<file path="config.mk">
export PLATFORM = sky130hd
export DESIGN_NAME = fetch_unit
export DESIGN_NICKNAME = d
export VERILOG_FILES = /design/src/rtl/fetch_unit.sv
export SDC_FILE = /design/constraint.sdc
export NUM_CORES = 1
export LEC_CHECK = 0
export ABC_AREA = 1
export BUFFER_PORTS_ARGS = -buffer_cell sky130_fd_sc_hd__buf_4
export CORE_ASPECT_RATIO = 0.5
export CORE_MARGIN = 8
export CORE_UTILIZATION = 25
export DETAILED_ROUTE_END_ITERATION = 10
export PLACE_DENSITY_LB_ADDON = 0.2
export SYNTH_ARGS = -nofsm -noshare
export SYNTH_HDL_FRONTEND = slang
export SYNTH_SLANG_ARGS = --single-unit
</file>
<file path="constraint.sdc">
create_clock -name clk -period 5.3 [get_ports clk]
set_input_delay 0.265 -clock clk [delete_from_list [all_inputs] [get_ports clk]]
set_output_delay 0.265 -clock clk [all_outputs]
set_load 0.1 [all_outputs]
</file>
<file path="src/rtl/fetch_unit.sv">
// Instruction fetch stage: single-outstanding memory request, output register
// plus one-entry skid buffer, redirect flush with drain of in-flight reads.
module fetch_unit #(
    parameter logic [31:0] RESET_PC = 32'h0000_0000
) (
    input  logic        clk,
    input  logic        rst,
    output logic        imem_req,
    output logic [31:0] imem_addr,
    input  logic        imem_ack,
    input  logic [31:0] imem_rdata,
    input  logic        stall,
    input  logic        redirect,
    input  logic [31:0] redirect_pc,
    output logic        if_valid,
    output logic [31:0] if_pc,
    output logic [31:0] if_instr,
    output logic [15:0] fetch_cnt
);

    typedef enum logic [1:0] {
        IDLE,
        FETCH,
        HOLD,
        DRAIN
    } state_e;

    state_e      state_q, state_d;
    logic [31:0] fetch_pc_q, fetch_pc_d;
    logic [31:0] redir_pc_q, redir_pc_d;
    logic        skid_valid_q, skid_valid_d;
    logic [31:0] skid_pc_q, skid_pc_d;
    logic [31:0] skid_instr_q, skid_instr_d;
    logic        if_valid_q, if_valid_d;
    logic [31:0] if_pc_q, if_pc_d;
    logic [31:0] if_instr_q, if_instr_d;
    logic [15:0] fetch_cnt_q, fetch_cnt_d;

    logic [31:0] target;
    logic [31:0] pc_inc;

    assign target    = redirect_pc & ~32'h3;
    assign pc_inc    = fetch_pc_q + 32'd4;
    assign imem_req  = (state_q == FETCH) || (state_q == DRAIN);
    assign imem_addr = fetch_pc_q;
    assign if_valid  = if_valid_q;
    assign if_pc     = if_pc_q;
    assign if_instr  = if_instr_q;
    assign fetch_cnt = fetch_cnt_q;

    always_comb begin
        state_d      = state_q;
        fetch_pc_d   = fetch_pc_q;
        redir_pc_d   = redir_pc_q;
        skid_valid_d = skid_valid_q;
        skid_pc_d    = skid_pc_q;
        skid_instr_d = skid_instr_q;
        if_valid_d   = if_valid_q;
        if_pc_d      = if_pc_q;
        if_instr_d   = if_instr_q;
        fetch_cnt_d  = fetch_cnt_q;

        unique case (state_q)
            IDLE: begin
                state_d = FETCH;
                if (redirect) begin
                    fetch_pc_d   = target;
                    if_valid_d   = 1'b0;
                    skid_valid_d = 1'b0;
                end
            end
            FETCH: begin
                if (redirect) begin
                    if_valid_d   = 1'b0;
                    skid_valid_d = 1'b0;
                    if (imem_ack) begin
                        fetch_pc_d = target;
                    end else begin
                        // Read still in flight: wait for it before refetching.
                        redir_pc_d = target;
                        state_d    = DRAIN;
                    end
                end else if (imem_ack) begin
                    fetch_pc_d = pc_inc;
                    if (!stall || !if_valid_q) begin
                        if_instr_d  = imem_rdata;
                        if_pc_d     = fetch_pc_q;
                        if_valid_d  = 1'b1;
                        fetch_cnt_d = fetch_cnt_q + 16'd1;
                    end else begin
                        skid_valid_d = 1'b1;
                        skid_pc_d    = fetch_pc_q;
                        skid_instr_d = imem_rdata;
                        state_d      = HOLD;
                    end
                end else if (!stall) begin
                    if_valid_d = 1'b0;
                end
            end
            HOLD: begin
                if (redirect) begin
                    if_valid_d   = 1'b0;
                    skid_valid_d = 1'b0;
                    fetch_pc_d   = target;
                    state_d      = FETCH;
                end else if (!stall) begin
                    if_instr_d   = skid_instr_q;
                    if_pc_d      = skid_pc_q;
                    if_valid_d   = 1'b1;
                    skid_valid_d = 1'b0;
                    fetch_cnt_d  = fetch_cnt_q + 16'd1;
                    state_d      = FETCH;
                end
            end
            DRAIN: begin
                if_valid_d   = 1'b0;
                skid_valid_d = 1'b0;
                if (imem_ack) begin
                    fetch_pc_d = redirect ? target : redir_pc_q;
                    state_d    = FETCH;
                end else if (redirect) begin
                    redir_pc_d = target;
                end
            end
            default: state_d = IDLE;
        endcase
    end

    always_ff @(posedge clk) begin
        if (rst) begin
            state_q      <= IDLE;
            fetch_pc_q   <= RESET_PC;
            redir_pc_q   <= 32'h0;
            skid_valid_q <= 1'b0;
            skid_pc_q    <= 32'h0;
            skid_instr_q <= 32'h0;
            if_valid_q   <= 1'b0;
            if_pc_q      <= 32'h0;
            if_instr_q   <= 32'h0;
            fetch_cnt_q  <= 16'h0;
        end else begin
            state_q      <= state_d;
            fetch_pc_q   <= fetch_pc_d;
            redir_pc_q   <= redir_pc_d;
            skid_valid_q <= skid_valid_d;
            skid_pc_q    <= skid_pc_d;
            skid_instr_q <= skid_instr_d;
            if_valid_q   <= if_valid_d;
            if_pc_q      <= if_pc_d;
            if_instr_q   <= if_instr_d;
            fetch_cnt_q  <= fetch_cnt_d;
        end
    end

endmodule

</file>
==> Yosys cells after proc, flatten, opt, wreduce, memory -nomap -nowiden <==
Cells that the tools add are included.
{ "totals": {"reg_bits": 211, "inputBits": 69, "out_inout_bits": 114, "wordCells": 92} }
{ "op_classes": {"n_addsub": 2, "eq_ne": 20, "mux": 45, "bitwise": 2, "reduce_logical": 14} }
{ "ops": {"columns": ["operator", "count"], "rows": [
  ["$mux 32", 19],
  ["$pmux 32 s2", 3],
  ["$pmux 32 s3", 1],
  ["$mux 16", 5],
  ["$add 32x3->32 const B", 1],
  ["$pmux 16 s2", 1],
  ["$ne 2x2->1 const B", 9],
  ["$add 16x1->16 const B", 1],
  ["$mux 2", 7],
  ["$ne 3x3->1 const B", 4],
  ["$reduce_and 4->1", 3],
  ["$pmux 2 s4", 1],
  ["$mux 1", 7],
  ["$reduce_and 6->1", 1],
  ["$reduce_and 5->1", 1],
  ["$eq 2x2->1 const B", 2],
  ["$ne 2x1->1 const B", 2],
  ["$ne 4x3->1 const B", 1],
  ["$ne 4x4->1 const B", 1],
  ["$pmux 1 s4", 1],
  ["$reduce_bool 2->1", 2],
  ["$reduce_and 3->1", 1],
  ["$eq 2x1->1 const B", 1],
  ["$logic_not 1->1", 2],
  ["other kinds (4)", 6]
]} }

==> Logic depth before layout (Yosys ltp) <==
Gate-level depths: netlist of the first run.
{ "depth": {"ltp_word": 6, "ltp_mapped": 12, "depth_no_buf": 12} }

==> Worst setup path before layout of the first run <==
No wires, ideal clock.
{ "synth_timing": {"path_type": "register -> register", "startpoint": "register fetch_pc_q[3], in the netlist imem_addr[3]", "endpoint": "register fetch_pc_q[26], in the netlist imem_addr[26]", "setup_ns": 0.134, "arrival_time_ns": 2.234, "required_time_ns": 5.166, "setup_slack_ns": 2.933, "stages_incl_launch_ff": 11, "path_buffers": 0, "synth_period_minus_slack_ns": 2.367, "path_cell_list": "dfxtp_1 ha_1 nand2_2 nor2_4 nand2_2 nor2_4 nand3_1 nand3_1 nand2_1 nand2_1 a21oi_1"} }
{ "synth_between": {"elab_chain_cells": 4} }
{ "synth_rtl": {"columns": ["item", "line_no", "source"], "rows": [
  ["start, declared", "29", "logic [31:0] fetch_pc_q, fetch_pc_d;"],
  ["start signal, assigned", "143", "fetch_pc_q <= fetch_pc_d;"],
  ["$add 32x3->32", "43", "assign pc_inc = fetch_pc_q + 32'd4;"],
  ["$mux 32", "83", "end else if (imem_ack) begin"],
  ["$mux 32", "73", "if (redirect) begin"],
  ["$pmux 32 s3", "63", "unique case (state_q)"]
]} }
No other way between the ends. The select of a mux whose other input is x is not followed.
A chain may end at the register's enable or synchronous reset.

==> Worst setup path after layout of the first run <==
{ "layout_timing": {"startpoint": "register state_q[1]", "endpoint": "register if_pc_q[20], in the netlist if_pc[20]"} }
{ "layout_between": {"elab_chain_cells": 3, "elab_cells_between_ends": 10, "cone_classes": "7 x eq/ne; 1 x mux; 2 x reduce/logical"} }
{ "layout_rtl": {"columns": ["item", "line_no", "source"], "rows": [
  ["start, declared", "28", "state_e state_q, state_d;"],
  ["start signal, assigned", "142", "state_q <= state_d;"],
  ["$eq 2x1->1 / $eq 2x2->1 (equally long branches)", "63", null],
  ["$ne 2x1->1 (no line) (tied with other cells)", null, null],
  ["$reduce_and 6->1 (no line)", null, null],
  ["end signal, assigned", "149", "if_pc_q <= if_pc_d;"],
  ["end, declared", "35", "logic [31:0] if_pc_q, if_pc_d;"]
]} }
Parallel ways exist; a longest one is shown, timed or not.

==> results of run 1 <==
[worst paths after layout]
kind	startpoint	endpoint	slack, ps
max	state_q[1]	if_pc[20]	2420
min	redirect_pc[5]	redir_pc_q[5]	40
max reg2reg	state_q[1]	if_pc[20]	2420
min reg2reg	skid_instr_q[8]	if_instr[8]	470
[through the flow]
step / hold WS, ps / setup slack, ps / util (%) / instances
CTS: 10.7 / 2410 / 32.2 / 2203
detailed placement: 461 / 2420 / 29.4 / 2129
floorplan: 400 / 2930 / - / 1496
global route: 30.5 / 2150 / 32.2 / 2203
finish: 35.8 / 2420 / 32.2 / 2203
global placement: 452 / 2460 / 29.4 / 2129
[worst register-to-register path, delay by kind of cell, from the launching register on]
| kind | cells | cell delay, ps |
|---|---|---|
| buffers and inverters | 4 | 1350 |
| DFF | 1 | 320 |
| and+or+nand+nor | 2 | 350 |
| adders and majority gates | 1 | 190 |
| AOI/OAI and AO/OA | 3 | 590 |
[cell type report]
cell class / count / share of cell area (%)
clock buffer: 39 / 6.01
clock inverter: 2 / 0.0773
inverter: 66 / 1.96
multi-input combinational: 1117 / 40.1
sequential: 211 / 32.6
tap: 540 / 5.22
timing repair buffer: 228 / 14.0
[power by group]
group	internal (mW)	total (mW)	switching (mW)
logic	0.555	2.58	2.03
clock network	0.994	1.68	0.687
registers	1.80	2.03	0.227
total	3.35	6.29	2.94
[cells by family (layout without fill, tap and decap cells)]
group           Yosys count  after routing  synth area share, %
simple gates            634            634                 25.3
compound gates          468            468                 24.4
flops                   211            211                 41.7
buf+inv                 168            335                 7.09
xor+xnor                  9              9                0.778
fa+ha+maj                 6              6                0.741
[metal layers]
layer / vias to the layer above / GRT usage, % / routed length (µm)
met4: 0 / 3.82 / 929
met1: 4619 / 20.0 / 16900
met5: - / 0 / 0
li1: 5324 / - / -
met2: 212 / 24.9 / 17200
met3: 52 / 2.46 / 1650
[synthesized netlist by cell type (2+ instances only)]
cell,instances
nand2_1,420
a21oi_2,2
nand4_1,4
xor2_1,7
clkinv_1,2
nor2_1,133
buf_1,8
nor3_1,10
inv_1,55
a31oi_1,68
xnor2_1,2
o21ai_1,3
inv_2,7
nand2_2,6
buf_2,25
nor2_4,5
ha_1,6
o21ai_0,184
clkbuf_1,56
a21oi_1,204
buf_4,12
dfxtp_1,211
nand3_1,41
nor2_2,5
[sequential cells by signal, summed over array words and instances, names as in the netlist]
signal        cells
fetch_cnt        16
if_instr         32
if_pc            32
if_valid          1
imem_addr        32
redir_pc_q       32
skid_instr_q     32
skid_pc_q        32
state_q           2
==> results_dict.tcl, run 1 <==
set metrics [dict create \
    critPathArrivalTime_ps 3330 \
    routed_via_density 4.63 \
    place_area_um2 11800 \
    vias 10200 \
    cp-start-kind "register" \
    rsz0062_at_grt "false" \
    syn-instance-count 1496 \
    syn_area_per_cell_um2 6.77 \
    rows 52 \
    first_iter_violations 692 \
    die_y_um 158 \
    netlist_area_um2 10100 \
    slew_violations 0 \
    synth_top_cells_by_area "dfxtp_1, nand2_1, a21oi_1, o21ai_0, nor2_1" \
    critPathTopFamily "buffers and inverters" \
    critPathBufInv 4 \
    rr_worst_depth 10 \
    cts_tree "yes" \
    die_area_um2 47600 \
    fin_area_um2 12900 \
    routed_wl_um 36700 \
    clock_latency_ps 530 \
    status "finished, final reports clean" \
    cts-root-buf "clkbuf_16" \
    finalPower_mw 6.29 \
    crit_chain "inv_1, ha_1, buf_4, nand2_1, a21oi_2, nand2_4, inv_4, buf_12, o21ai_0, a31oi_1" \
    fin_skew_ps 16.0 \
    ios 183 \
    clock_sinks 211 \
    power.leakage_nw 5.31 \
    timing.final.crit_period_ps 2880 \
    cp_slowest_cell "inv_4" \
    final_layout_size_suffix_gt1_share_pct 16.2 \
    globalRouteTotalUtil_pct 14.9 \
    dp_hpwl_um 23600 \
    final_common_cell "nand2_1" \
    final-hold-violation-count 0 \
    synth_edf_count 0 \
    post_cts_buffers 0 \
    grt_start_max_net_pins 89 \
    cts_buffers 24 \
    crit_path_max_fanout 72 \
    worst-path-stages 10 \
    final_cell_mix "nand2_1, dfxtp_1, a21oi_1" \
    yosysSeqAreaShare_pct 41.7 \
    cts_htree_levels 1 \
    wl_per_cell_um 16.7 \
    netlist.area_leader.share_pct 41.7 \
    grt-ovfl-total 0 \
    fin_crit_sh_pct 54.3 \
    slowest_delay_ps 470 \
    ant_nets 0 \
    drc_errors 0 \
    powerDensity_nw_per_um2 486 \
    setup_tns_ps 0 \
    min_path_cells 3 \
    ctsResizeCount 0 \
    ys_warn_count 0 \
    relSlewSlack_pct 34.8 \
    maxCapViolCount 0 \
    die_w_um 301 \
    firstDrtPassIters 5 \
    floorplan.initialDensity_pct 25.2 \
    grt_pass1_wl_um 57300 \
    clock_path_buffers 3 \
    yosysTopAreaCell "dfxtp_1" \
    grt_antenna_before_repair 0 \
    synthArstFlopShare_pct 0 \
    syn-num-nets 1571 \
    synthDistinctLibCells 44 \
    worstMarginPinSlew_ps 976 \
    synthFlopType "dfxtp_1" \
    grt_pass1_vias 9520 \
    fillers 4380 \
    required_ps 5750 \
    clkTransAtPathRegs_ps 60 \
    antenna_cells 0 \
    fmax_mhz 348 \
    seqCellArea_um2 4220 \
    setup_violations 0 \
    io_buffers 180 \
    postCtsHoldBufs 33 \
    nets 1723 \
    ys_ff_latch 211 \
    design.core.area_um2 40200 \
    multi_input_comb_area_um2 5190 \
    ir_drop_v 0.000200 \
    hp-class "primary input to register" \
    end_kind "register" \
    syn_to_final_growth_pct 27.8 \
    crit_type "register to register" \
    place_congestion 0.794 \
]
Power figures use the tool's default switching activity.
==> run 2, diff against run 1 <==
==> constraint.sdc (replaced) <==
create_clock -name clk -period 2.8 [get_ports clk]
set_input_delay 0.14 -clock clk [delete_from_list [all_inputs] [get_ports clk]]
set_output_delay 0.14 -clock clk [all_outputs]
set_load 0.1 [all_outputs]
==> run 2 against run 1 <==
  * Maximum frequency rose by 24%
  * Die area did not move
  * Combinational power rose by 93%
  * Hold slack improved by 0.75 ps
  * Sequential share of layout area fell by 0.91 points
  * Final cell count rose by 1.7%
  * Power rose by 90%
  * Sequential cell count did not move
  * Critical path type unchanged
==> results_dict.tcl, run 2 (synthesized netlist as in run 1, its figures left out) <==
set metrics [dict create \
    globalRouteMet3Util_pct 2.13 \
    grt-ovfl-total 0 \
    hp-start "stall" \
    rows 52 \
    met2_usage_pct 25.2 \
    seqCellArea_um2 4220 \
    nets 1760 \
    grt_antenna_before_repair 0 \
    fmax_mhz 430 \
    io_buffers 180 \
    fin_crit_sh_pct 83.1 \
    vias 10500 \
    fillers 4373 \
    setup_violations 0 \
    die_y_um 158 \
    syn_to_final_growth_pct 31.5 \
    clock_sinks 211 \
    final-hold-violation-count 0 \
    antenna_cells 0 \
    cts-root-buf "clkbuf_16" \
    fin_skew_ps 15.5 \
    r2r_start "state_q[0]" \
    final_util_pct 33.1 \
    die_area_um2 47600 \
    final_common_cell "nand2_1" \
    place_area_um2 11900 \
    routed_via_density 4.68 \
    clkTransAtPathRegs_ps 60 \
    slew_violations 0 \
    design.core.area_um2 40200 \
    floorplan.initialDensity_pct 25.2 \
    clock_latency_ps 530 \
    timing.final.crit_period_ps 2330 \
    swShare_pct 46.8 \
    die_w_um 301 \
    routed_wl_um 37300 \
    startpoint "state_q[0]" \
    required_ps 3250 \
    ant_nets 0 \
    cts_tree "yes" \
    p_int_mw 6.37 \
    first_iter_violations 632 \
    crit_chain "inv_1, ha_2, buf_4, nand2_1, a21oi_2, nand2_4, inv_4, buf_12, o21ai_0, a31oi_1" \
    stdcell_count 2241 \
    fin_area_um2 13300 \
    cts_buffers 24 \
    worst_slack_ps 472 \
    cp_slowest_cell "dfxtp_1" \
    powerDensity_nw_per_um2 899 \
    hold_ws_ps 36.5 \
    postCtsHoldBufs 62 \
    wl_per_cell_um 16.6 \
    seq_power_share_pct 32.0 \
    cp-start-kind "register" \
    final_layout_size_suffix_gt1_share_pct 16.0 \
    firstDrtPassIters 5 \
    globalRouteTotalUtil_pct 15.0 \
    worstMarginPinSlew_ps 1070 \
    p_clk_share_pct 26.3 \
    critPathArrivalTime_ps 2770 \
    rrSetupSlack_ps 470 \
    combPwrFrac_pct 41.6 \
    end_kind "register" \
    dp_hpwl_um 24300 \
    ios 183 \
    top_usage_layer "met2" \
    place_congestion 0.816 \
    cts_htree_levels 1 \
    crit_path_max_fanout 72 \
    grt_pass1_wl_um 57600 \
    relSlewSlack_pct 28.2 \
    crit_type "register to register" \
    ctsResizeCount 0 \
    dp_worst_setup_slack_ps 490 \
    place_inst 2137 \
    setup_tns_ps 0 \
    ir_drop_v 0.000358 \
    clock_path_buffers 3 \
    use_met1_pct 19.8 \
    grt_start_max_net_pins 87 \
    drc_errors 0 \
    post_cts_buffers 0 \
    grt_pass1_vias 9861 \
    slowest_delay_ps 320 \
    finalPower_mw 12.0 \
    hp-class "primary input to register" \
    multi_input_comb_area_um2 5190 \
    maxCapViolCount 0 \
    final_cell_mix "nand2_1, dfxtp_1, a21oi_1" \
    power.leakage_nw 5.47 \
    p_sw_mw 5.60 \
    rsz0062_at_grt "false" \
    status "finished, final reports clean" \
]
[run 2: worst paths after layout]
check | end | depth (start not counted)
worst max-delay path | if_instr[15] | 10
worst min-delay path | if_valid | 4
worst max register to register | if_instr[15] | 10
worst min register to register | redir_pc_q[0] | 2
[run 2: layout make-up]
cell class              instances  area share [%]
multi-input cells            1117            39.0
flip-flops and latches        211            31.7
repair buffers                265            16.6
clock inverters                 4           0.338
well taps                     540            5.07
clock buffers                  38            5.37
inverters                      66            1.91
[run 2: worst max-delay path, delay by kind of cell, from the launching register on]
| family | cells | cell delay [ps] |
|---|---|---|
| AND/OR/NAND/NOR | 2 | 260 |
| adder cells (fa/ha/maj) | 1 | 210 |
| AO/OA/AOI/OAI | 3 | 480 |
| buffers and inverters | 4 | 940 |
| flip-flops | 1 | 320 |
[run 2: per-layer routing]
layer	vias to the layer above	part of all wire, %
met2	230	47
met5	-	0
li1	5394	-
met3	55	3.9
met4	0	2.9
met1	4801	46
[run 2: power groups by stage]
stage               sequential [mW]  clock (mW)  combinational, mW
floorplan                      5.98           0               1.54
detailed placement             3.89           0               4.93
finish                         3.84        3.15               4.98
global placement               3.90           0               4.93
CTS                            3.83        3.27               5.01
global route                   3.89        3.39               5.28
==> run 3, diff against run 2 <==
==> constraint.sdc (replaced) <==
create_clock -name clk -period 2.3 [get_ports clk]
set_input_delay 0.115 -clock clk [delete_from_list [all_inputs] [get_ports clk]]
set_output_delay 0.115 -clock clk [all_outputs]
set_load 0.1 [all_outputs]
==> run 3 against run 2 <==
  * Non-clock buffer count up 13
  * Wire length increased by 1.4%
  * Utilization is 0.51 points higher
  * Clock-buffer cell count shrank 3
  * Clock power rose by 27%
  * Hold slack lost 6.9 ps
  * Die area is the same
  * Critical path type unchanged
==> results_dict.tcl, run 3 (synthesized netlist as in run 1, its figures left out) <==
set metrics [dict create \
    clock_sinks 211 \
    required_ps 2750 \
    wl_per_cell_um 16.8 \
    final-hold-violation-count 0 \
    hold_ws_ps 29.7 \
    ios 183 \
    routed_via_density 4.60 \
    design.core.area_um2 40200 \
    ant_nets 0 \
    fin_skew_ps 12.8 \
    p_sw_mw 6.87 \
    setup_violations 0 \
    p_int_mw 8.01 \
    dp_hpwl_um 24800 \
    power.leakage_nw 5.58 \
    antenna_cells 0 \
    hp-class "primary input to register" \
    rows 52 \
    place_inst 2149 \
    multi_input_comb_area_um2 5190 \
    rr_worst_depth 10 \
    floorplan.initialDensity_pct 25.2 \
    die_w_um 301 \
    swShare_pct 46.2 \
    ctsResizeCount 0 \
    critPathArrivalTime_ps 2490 \
    drc_errors 0 \
    maxCapViolCount 0 \
    crit_type "register to register" \
    fin_area_um2 13500 \
    slew_violations 0 \
    die_area_um2 47600 \
    clkTransAtPathRegs_ps 60 \
    finalPower_mw 14.9 \
    seqCellArea_um2 4230 \
    firstDrtPassIters 5 \
    end_kind "register" \
    grt_start_max_net_pins 112 \
    final_cell_mix "nand2_1, dfxtp_1, buf_4" \
    fmax_mhz 491 \
    cts-root-buf "clkbuf_16" \
    fin_crit_sh_pct 88.6 \
    cts_htree_levels 1 \
    powerDensity_nw_per_um2 1100 \
    grt_pass1_vias 10100 \
    grt_antenna_before_repair 0 \
    cp-start-kind "register" \
    final_layout_size_suffix_gt1_share_pct 17.0 \
    seq_power_share_pct 31.2 \
    final_common_cell "nand2_1" \
    worst_slack_ps 263 \
    combPwrFrac_pct 41.9 \
    setup_tns_ps 0 \
    grt-ovfl-total 0 \
    routed_wl_um 37800 \
    ir_drop_v 0.000418 \
    fillers 4355 \
    clock_path_buffers 3 \
    final_util_pct 33.6 \
    status "finished, final reports clean" \
    stdcell_count 2254 \
    p_clk_share_pct 26.9 \
    io_buffers 180 \
    nets 1773 \
    cts_buffers 24 \
    syn_to_final_growth_pct 33.5 \
    rsz0062_at_grt "false" \
    clock_latency_ps 530 \
    die_y_um 158 \
    worstMarginPinSlew_ps 618 \
    first_iter_violations 660 \
    min_path_cells 4 \
    relSlewSlack_pct 58.7 \
    crit_path_max_fanout 53 \
    place_area_um2 12100 \
    vias 10400 \
    grt_pass1_wl_um 59700 \
    cts_tree "yes" \
    timing.final.crit_period_ps 2040 \
    dp_worst_setup_slack_ps 288 \
    globalRouteTotalUtil_pct 15.5 \
    place_congestion 0.803 \
]
## run 3: cell count changes in the layout (fill, tap and decap cells not counted), moves of 2 or more
cell	before	now
buf_4	198	206
dfxtp_2	0	2
clkbuf_1	9	4
buf_12	5	9
dfxtp_1	211	209
clkbuf_8	4	6
## run 3: critical path, stage by stage, from the launching register on
cell and delay, ps:
dfxtp_1 360, inv_1 80, ha_1 240, inv_2 110, nor2_1 60, a21oi_2 150, nand2_4 140, inv_4 260
buf_12 260, o21ai_0 120, a31oi_1 170
## run 3: area by class of cell
cell class	instances	area share, %
Clock buffer	35	5.35
Clock inverter	7	0.648
Inverter	66	1.88
Multi-Input combinational cell	1117	38.4
Sequential cell	211	31.3
Tap cell	540	5.00
Timing Repair Buffer	278	17.4
## run 3: power groups by stage
stage                     Clock [mW]  Sequential, mW  Combinational [mW]
after floorplan                    0            7.28                1.87
after global placement             0            4.72                6.15
after detailed placement           0            4.72                6.16
after CTS                       4.14            4.65                6.26
after global routing            4.31            4.73                6.62
final                           4.00            4.65                6.23
## run 3: worst paths after layout
kind / from / to / slack [ps]
max: state_q[1] / if_pc[27] / 260
min: rst / fetch_cnt[3] / 30
max reg2reg: state_q[1] / if_pc[27] / 260
min reg2reg: skid_pc_q[5] / if_pc[5] / 470
## run 3: timing repair
action | CTS | global route
hold endpoints to repair | 115 | 0
hold buffers | 63 | 0
endpoints found under the setup margin | 0 | 0
buffers inserted | 0 | 0
## run 3: metal layers
layer	share of wire, %	track usage, %	wire (µm)	vias to the layer above
met5	0	0	0	-
met2	47	25.7	17700	183
met1	47	21.1	17900	4714
met4	2.1	3.84	812	0
li1	-	-	-	5419
met3	3.8	2.39	1440	53
